==> src/rtl/seq_detect_param.sv <==
// Serial pattern detector: runtime-loadable PAT_W-bit pattern, overlap/non-overlap, Mealy (same cycle) or Moore (+1 clk) y.
// No backpressure; en qualifies din and gaps in en hold a partial match.
module seq_detect_param #(
  parameter int               PAT_W    = 4,
  parameter logic [PAT_W-1:0] PAT_INIT = 4'b1101,
  parameter bit               OVERLAP  = 1'b1,
  parameter bit               MOORE    = 1'b0,
  parameter int               CNT_W    = 8
) (
  input  logic             clk,
  input  logic             rst,
  input  logic             en,
  input  logic             din,
  input  logic             pat_load,
  input  logic [PAT_W-1:0] pat_in,
  output logic             y,
  output logic [CNT_W-1:0] match_cnt,
  output logic             cnt_sat
);

  localparam int               FW       = $clog2(PAT_W);
  localparam logic [FW-1:0]    FILL_MAX = FW'(PAT_W - 1);
  localparam logic [CNT_W-1:0] CNT_MAX  = '1;

  logic [PAT_W-1:0] pat_q;
  logic [PAT_W-2:0] hist_q;
  logic [FW-1:0]    fill_q;
  logic [PAT_W-1:0] window;
  logic             consume;
  logic             hit;

  assign consume = en & ~pat_load;
  assign window  = {hist_q, din};
  assign hit     = consume & (fill_q == FILL_MAX) & (window == pat_q);

  // fill_q saturates at PAT_W-1: once full, every consumed bit completes a candidate window
  always_ff @(posedge clk) begin
    if (!rst) begin
      pat_q  <= PAT_INIT;
      hist_q <= '0;
      fill_q <= '0;
    end else if (pat_load) begin
      pat_q  <= pat_in;
      hist_q <= '0;
      fill_q <= '0;
    end else if (en) begin
      if (hit && !OVERLAP) begin
        hist_q <= '0;
        fill_q <= '0;
      end else begin
        hist_q <= window[PAT_W-2:0];
        if (fill_q != FILL_MAX) begin
          fill_q <= fill_q + 1'b1;
        end
      end
    end
  end

  always_ff @(posedge clk) begin
    if (!rst) begin
      match_cnt <= '0;
      cnt_sat   <= 1'b0;
    end else if (hit && (match_cnt != CNT_MAX)) begin
      match_cnt <= match_cnt + 1'b1;
      if (match_cnt == CNT_MAX - 1'b1) begin
        cnt_sat <= 1'b1;
      end
    end
  end

  generate
    if (MOORE) begin : g_moore
      logic y_q;
      always_ff @(posedge clk) begin
        if (!rst) begin
          y_q <= 1'b0;
        end else begin
          y_q <= hit;
        end
      end
      assign y = y_q;
    end else begin : g_mealy
      // hit is still evaluated during reset, so gate it off explicitly
      assign y = hit & rst;
    end
  endgenerate

endmodule

==> config.mk <==
export PLATFORM = sky130hd
export DESIGN_NAME = seq_detect_param
export DESIGN_NICKNAME = d
export VERILOG_FILES = /design/src/rtl/seq_detect_param.sv
export SDC_FILE = /design/constraint.sdc
export NUM_CORES = 1
export LEC_CHECK = 0
export ABC_AREA = 1
export ABC_CLOCK_PERIOD_IN_PS = 1200
export BUFFER_PORTS_ARGS = -buffer_cell sky130_fd_sc_hd__clkbuf_2
export CORE_UTILIZATION = 45
export DETAILED_ROUTE_END_ITERATION = 10
export PLACE_DENSITY = 0.74
export RECOVER_POWER = 50
export SLEW_MARGIN = 0
export SYNTH_ARGS = -nofsm -noshare
export SYNTH_HDL_FRONTEND = slang
export SYNTH_SLANG_ARGS = --single-unit
==> constraint.sdc <==
create_clock -name clk -period 1.2 [get_ports clk]
set_input_delay 0.12 -clock clk [delete_from_list [all_inputs] [get_ports clk]]
set_output_delay 0.12 -clock clk [all_outputs]
set_load 0.005 [all_outputs]
## Yosys cells after proc, flatten, opt, wreduce, memory -nomap -nowiden

Index checks and enable logic that the tools add are counted.
Widths: inputs -> output; s select.

- Input port bits: 9
- Register bits after elaboration: 18

- Reduce and logical (&&, ||, !) cells: 4
- Equal/unequal tests: 5
- Add/subtract/negate cells: 2
- Bitwise logic cells: 6

Operators by type and width:

| kind | number |
|---|---|
| $add 8x1->8 const B | 1 |
| $eq 8x8->1 const B | 1 |
| $ne 8x8->1 const B | 1 |
| $and 1x1->1 | 4 |
| $eq 4x4->1 | 1 |
| $reduce_and 2->1 | 2 |
| $add 2x1->2 const B | 1 |
| $eq 2x2->1 const B | 1 |
| $ne 2x2->1 const B | 1 |
| $not 1->1 | 2 |
| $reduce_or 2->1 | 1 |
| $logic_and 1x1->1 | 1 |

## Longest topological paths before layout

- Word-level depth: 6
- Depth in mapped cells: 9
- Gate-level depth less buffers: 9

## Least setup slack after synthesis

Ideal clock, no wire load.

- Path kind: reg-to-reg
- Start: reg match_cnt[1]
- End: reg match_cnt[2]
- Cell stages (with the launch flop): 8
- Path slack: -68 ps
- Data required time: 1130 ps
- Clock period less this slack: 1268 ps
- Arrival: 1197 ps
- Path through: dfxtp_1 ha_1 inv_1 nor2_4 nand2_4 nand4_4 nand2_1 a21oi_1

- Longest elaborated chain between the ends: 2
- Elaborated cells on any way between the ends: 3

Ends and longest elaborated chain:

| what | line | text |
|---|---|---|
| from (decl) | 17 | `output logic [CNT_W-1:0] match_cnt,` |
| from (signal assigned) | 64 | `match_cnt <= match_cnt + 1'b1;` |
| parallel branches: the longest is 2 deep, another holds $add 8x1->8 | - |  |

Parallel ways; which one is timed is not known.
A chain may end at the register's enable or synchronous reset.

## Worst setup path in the final report

- Start: reg fill_q[1]
- End: out y

- Longest elaborated chain between the ends: 4

Ends and longest elaborated chain:

| what | line | text |
|---|---|---|
| from (decl) | 27 | `logic [FW-1:0] fill_q;` |
| from (signal assigned) | 53 | `fill_q <= fill_q + 1'b1;` |
| $eq 2x2->1 | 34 | `assign hit = consume & (fill_q == FILL_MAX) & (window == pat_q);` |
| $and 1x1->1 (2 in series) | 34 |  |
| $and 1x1->1 | 84 | `assign y = hit & rst;` |
| to (decl) | 16 | `output logic y,` |

Every way passes these cells.

==> flow_summary.yaml <==
clocking:
  clk_pin_slew_ps: 110
  cts_tree: "built"
  clkLatencyLatePin_ps: 300
  holdBufCountCts: 0
  cts_num_sinks: 18
  cts_inserted_buffers: 3
  htree_levels: 1
  cts_root_buf: "clkbuf_4"
  cts.path.max_buffers: 2
timing:
  slew_violations: 0
  period_needed_ps: 1440
  grt_setup_unrepaired: "true"
  post-route-period-util_pct: 120
  relSlewSlack_pct: 83.7
  fmax_mhz: 696
  setup_viol: 10
  finClkSkew_ps: 1.79
  layout_setup_ws_ps: -237
  hold_violations: 0
  tightest_slew_ps: 244
yosys:
  syn_avg_cell_area_um2: 7.58
  synthArstFlopShare_pct: 0
  synth-edff-count: 0
  synth.top_cells.by_count: "nand2_1, dfxtp_1, inv_1"
  syn-cell-area_um2: 1020
  syn-instance-count: 135
  synth_top_area_cell: "dfxtp_1"
  synth_nets: 147
  synthFlopType: "dfxtp_1"
  synth_cell_types: 26
  yosys_warnings: 0
  synth_most_common_cell: "nand2_1"
  synthTopCellsByArea: "dfxtp_1, nand2_1, a21oi_1"
  synth_top_area_share_pct: 35.2
  yosysSeqAreaShare_pct: 35.2
  ys_ff_latch: 18
grt:
  grt_usage_pct: 22.0
  antenna_found_initial: 0
  grt_use_met1_pct: 27.7
  grt-ovfl-total: 0
  use_met2_pct: 38.3
  grt_max_degree: 11
  grt_pass1_wl_um: 4130
  grt_pass1_vias: 945
  met3_usage_pct: 2.78
  top_usage_layer: "met2"
power:
  vdd_ir_drop_max_mv: 0.809
  p_per_area_nw_per_um2: 836
  seqPwrFrac_pct: 53.7
  combPwrFrac_pct: 13.1
  switching_power_mw: 0.306
  leakagePower_nw: 0.636
  swShare_pct: 26.1
  pwr-share-clk_pct: 33.2
  p_int_mw: 0.865
finish:
  seq_area_um2: 369
  fin_cells: 198
  fillers: 171
  layout.nets: 184
  area_delta_synth_final_pct: 36.9
  drive_above_1_share_pct: 44.4
  diodes: 0
  multi_input_area_um2: 684
  final_cell_area_um2: 1400
die:
  die_height_um: 49.7
  io_pins: 19
  die_w_um: 49.7
  die_area_um2: 2470
  start_util_pct: 50.1
  rows: 16
  core_um2: 2040
placement:
  place.gp.congestion: 0.860
  dp.cells: 191
  postPlaceCellArea_um2: 1240
  port_buffers: 18
  hpwlAfterDp_um: 1750
drt:
  vias: 1027
  drc_errors: 0
  routedWlPerCell_um: 12.6
  via_per_inst: 5.19
  ant_nets: 0
  wl_um: 2500
  drtPass1Iterations: 4
  drt_iter0_drc: 30
critical_path:
  cp-end-kind: "primary output"
  start_kind: "register"
  arrival_ps: 1320
  crit_type: "reg -> out"
  path_max_fanout: 2
  cp_data_required_time_ps: 1080
  r2r_setup_slack_ps: -200
hold_path:
  hp-class: "in -> reg"
outcome:
  status: "complete, but fails checks"
  violations: "negative setup slack"
flow_run:
  drv_cap: 0
==> layer usage <==
metal / part of all wire, % / up-vias / routed length [um]
met5: 0 / - / 0
met4: 1.1 / 0 / 27
met3: 3.0 / 4 / 76
met2: 50 / 19 / 1260
met1: 46 / 501 / 1140
li1: - / 503 / -
==> worst paths after layout <==
path / start / end / cells past startpoint
max: fill_q[1] / y / 6
min: pat_in[2] / pat_q[2] / 3
max reg2reg: fill_q[1] / cnt_sat / 8
min reg2reg: cnt_sat / cnt_sat / 2
==> critical path, cell delays in order (launching register included) <==
cell and delay [ps]:
dfxtp_2 380, ha_4 150, nand3_4 80, nor2_8 110, nand3_4 80, nor2_2 100, buf_2 120
==> area by class of cell <==
| class | count | share of cell area (%) |
|---|---|---|
| flip-flops and latches | 18 | 26.3 |
| clock buffers | 4 | 2.59 |
| well taps | 27 | 2.41 |
| inverters | 16 | 4.64 |
| repair buffers | 34 | 15.2 |
| multi-input cells | 99 | 48.8 |
==> power groups by stage <==
stage / combinational (mW) / clock [mW] / sequential, mW
after floorplan: 0.0854 / 0 / 0.636
after global placement: 0.119 / 0 / 0.637
after detailed placement: 0.123 / 0 / 0.638
after CTS: 0.138 / 0.395 / 0.628
after global routing: 0.170 / 0.425 / 0.631
final: 0.153 / 0.389 / 0.629
==> placed cells by master, fill, tap and decap left out, types with 4 or more instances in the layout <==
master / count
nand2_1: 27
clkbuf_2: 16
buf_4: 14
inv_1: 13
dfxtp_1: 11
nor2_1: 10
a21oi_1: 9
o21ai_0: 7
dfxtp_2: 7
nand3_1: 6
nand2_2: 5
nor2_4: 5
nand3_2: 4
a21oi_2: 4
clkbuf_4: 4
==> through the flow <==
stage               setup slack [ps]  utilization, %  hold WS, ps  setup TNS [ps]  total power, mW
CTS                             -269            66.9         25.0           -1510             1.16
detailed placement              -105            60.9          337            -685            0.762
global route                    -285            68.6         28.8           -2360             1.23
finish                          -237            68.6         28.3           -1720             1.17
global placement               -64.1            60.9          331            -269            0.756
floorplan                     0.0380               -          204               0            0.721
==> flip-flops by register name (all words and copies together) (netlist names) <==
signal	cells
pat_q	4
match_cnt	8
fill_q	2
cnt_sat	1
hist_q	3
==> cells by family (layout without fill, tap and decap cells) <==
| logic type | count (synthesis) | count (layout) | synth area share [%] |
|---|---|---|---|
| flip-flops | 18 | 18 | 35.2 |
| adder cells (fa/ha/maj) | 3 | 3 | 3.67 |
| AND/OR/NAND/NOR | 70 | 70 | 38.4 |
| XOR/XNOR | 4 | 4 | 4.16 |
| AO/OA/AOI/OAI | 22 | 22 | 10.8 |
| buffers and inverters | 18 | 54 | 7.82 |
==> repair_timing <==
| item | 4_1_cts | 5_1_grt |
|---|---|---|
| gates resized for setup | 15 | 10 |
| pin swaps | 8 | 8 |
| buffers inserted | 4 | 0 |
| endpoints found under the setup margin | 10 | 12 |
Power figures use the tool's default switching activity.
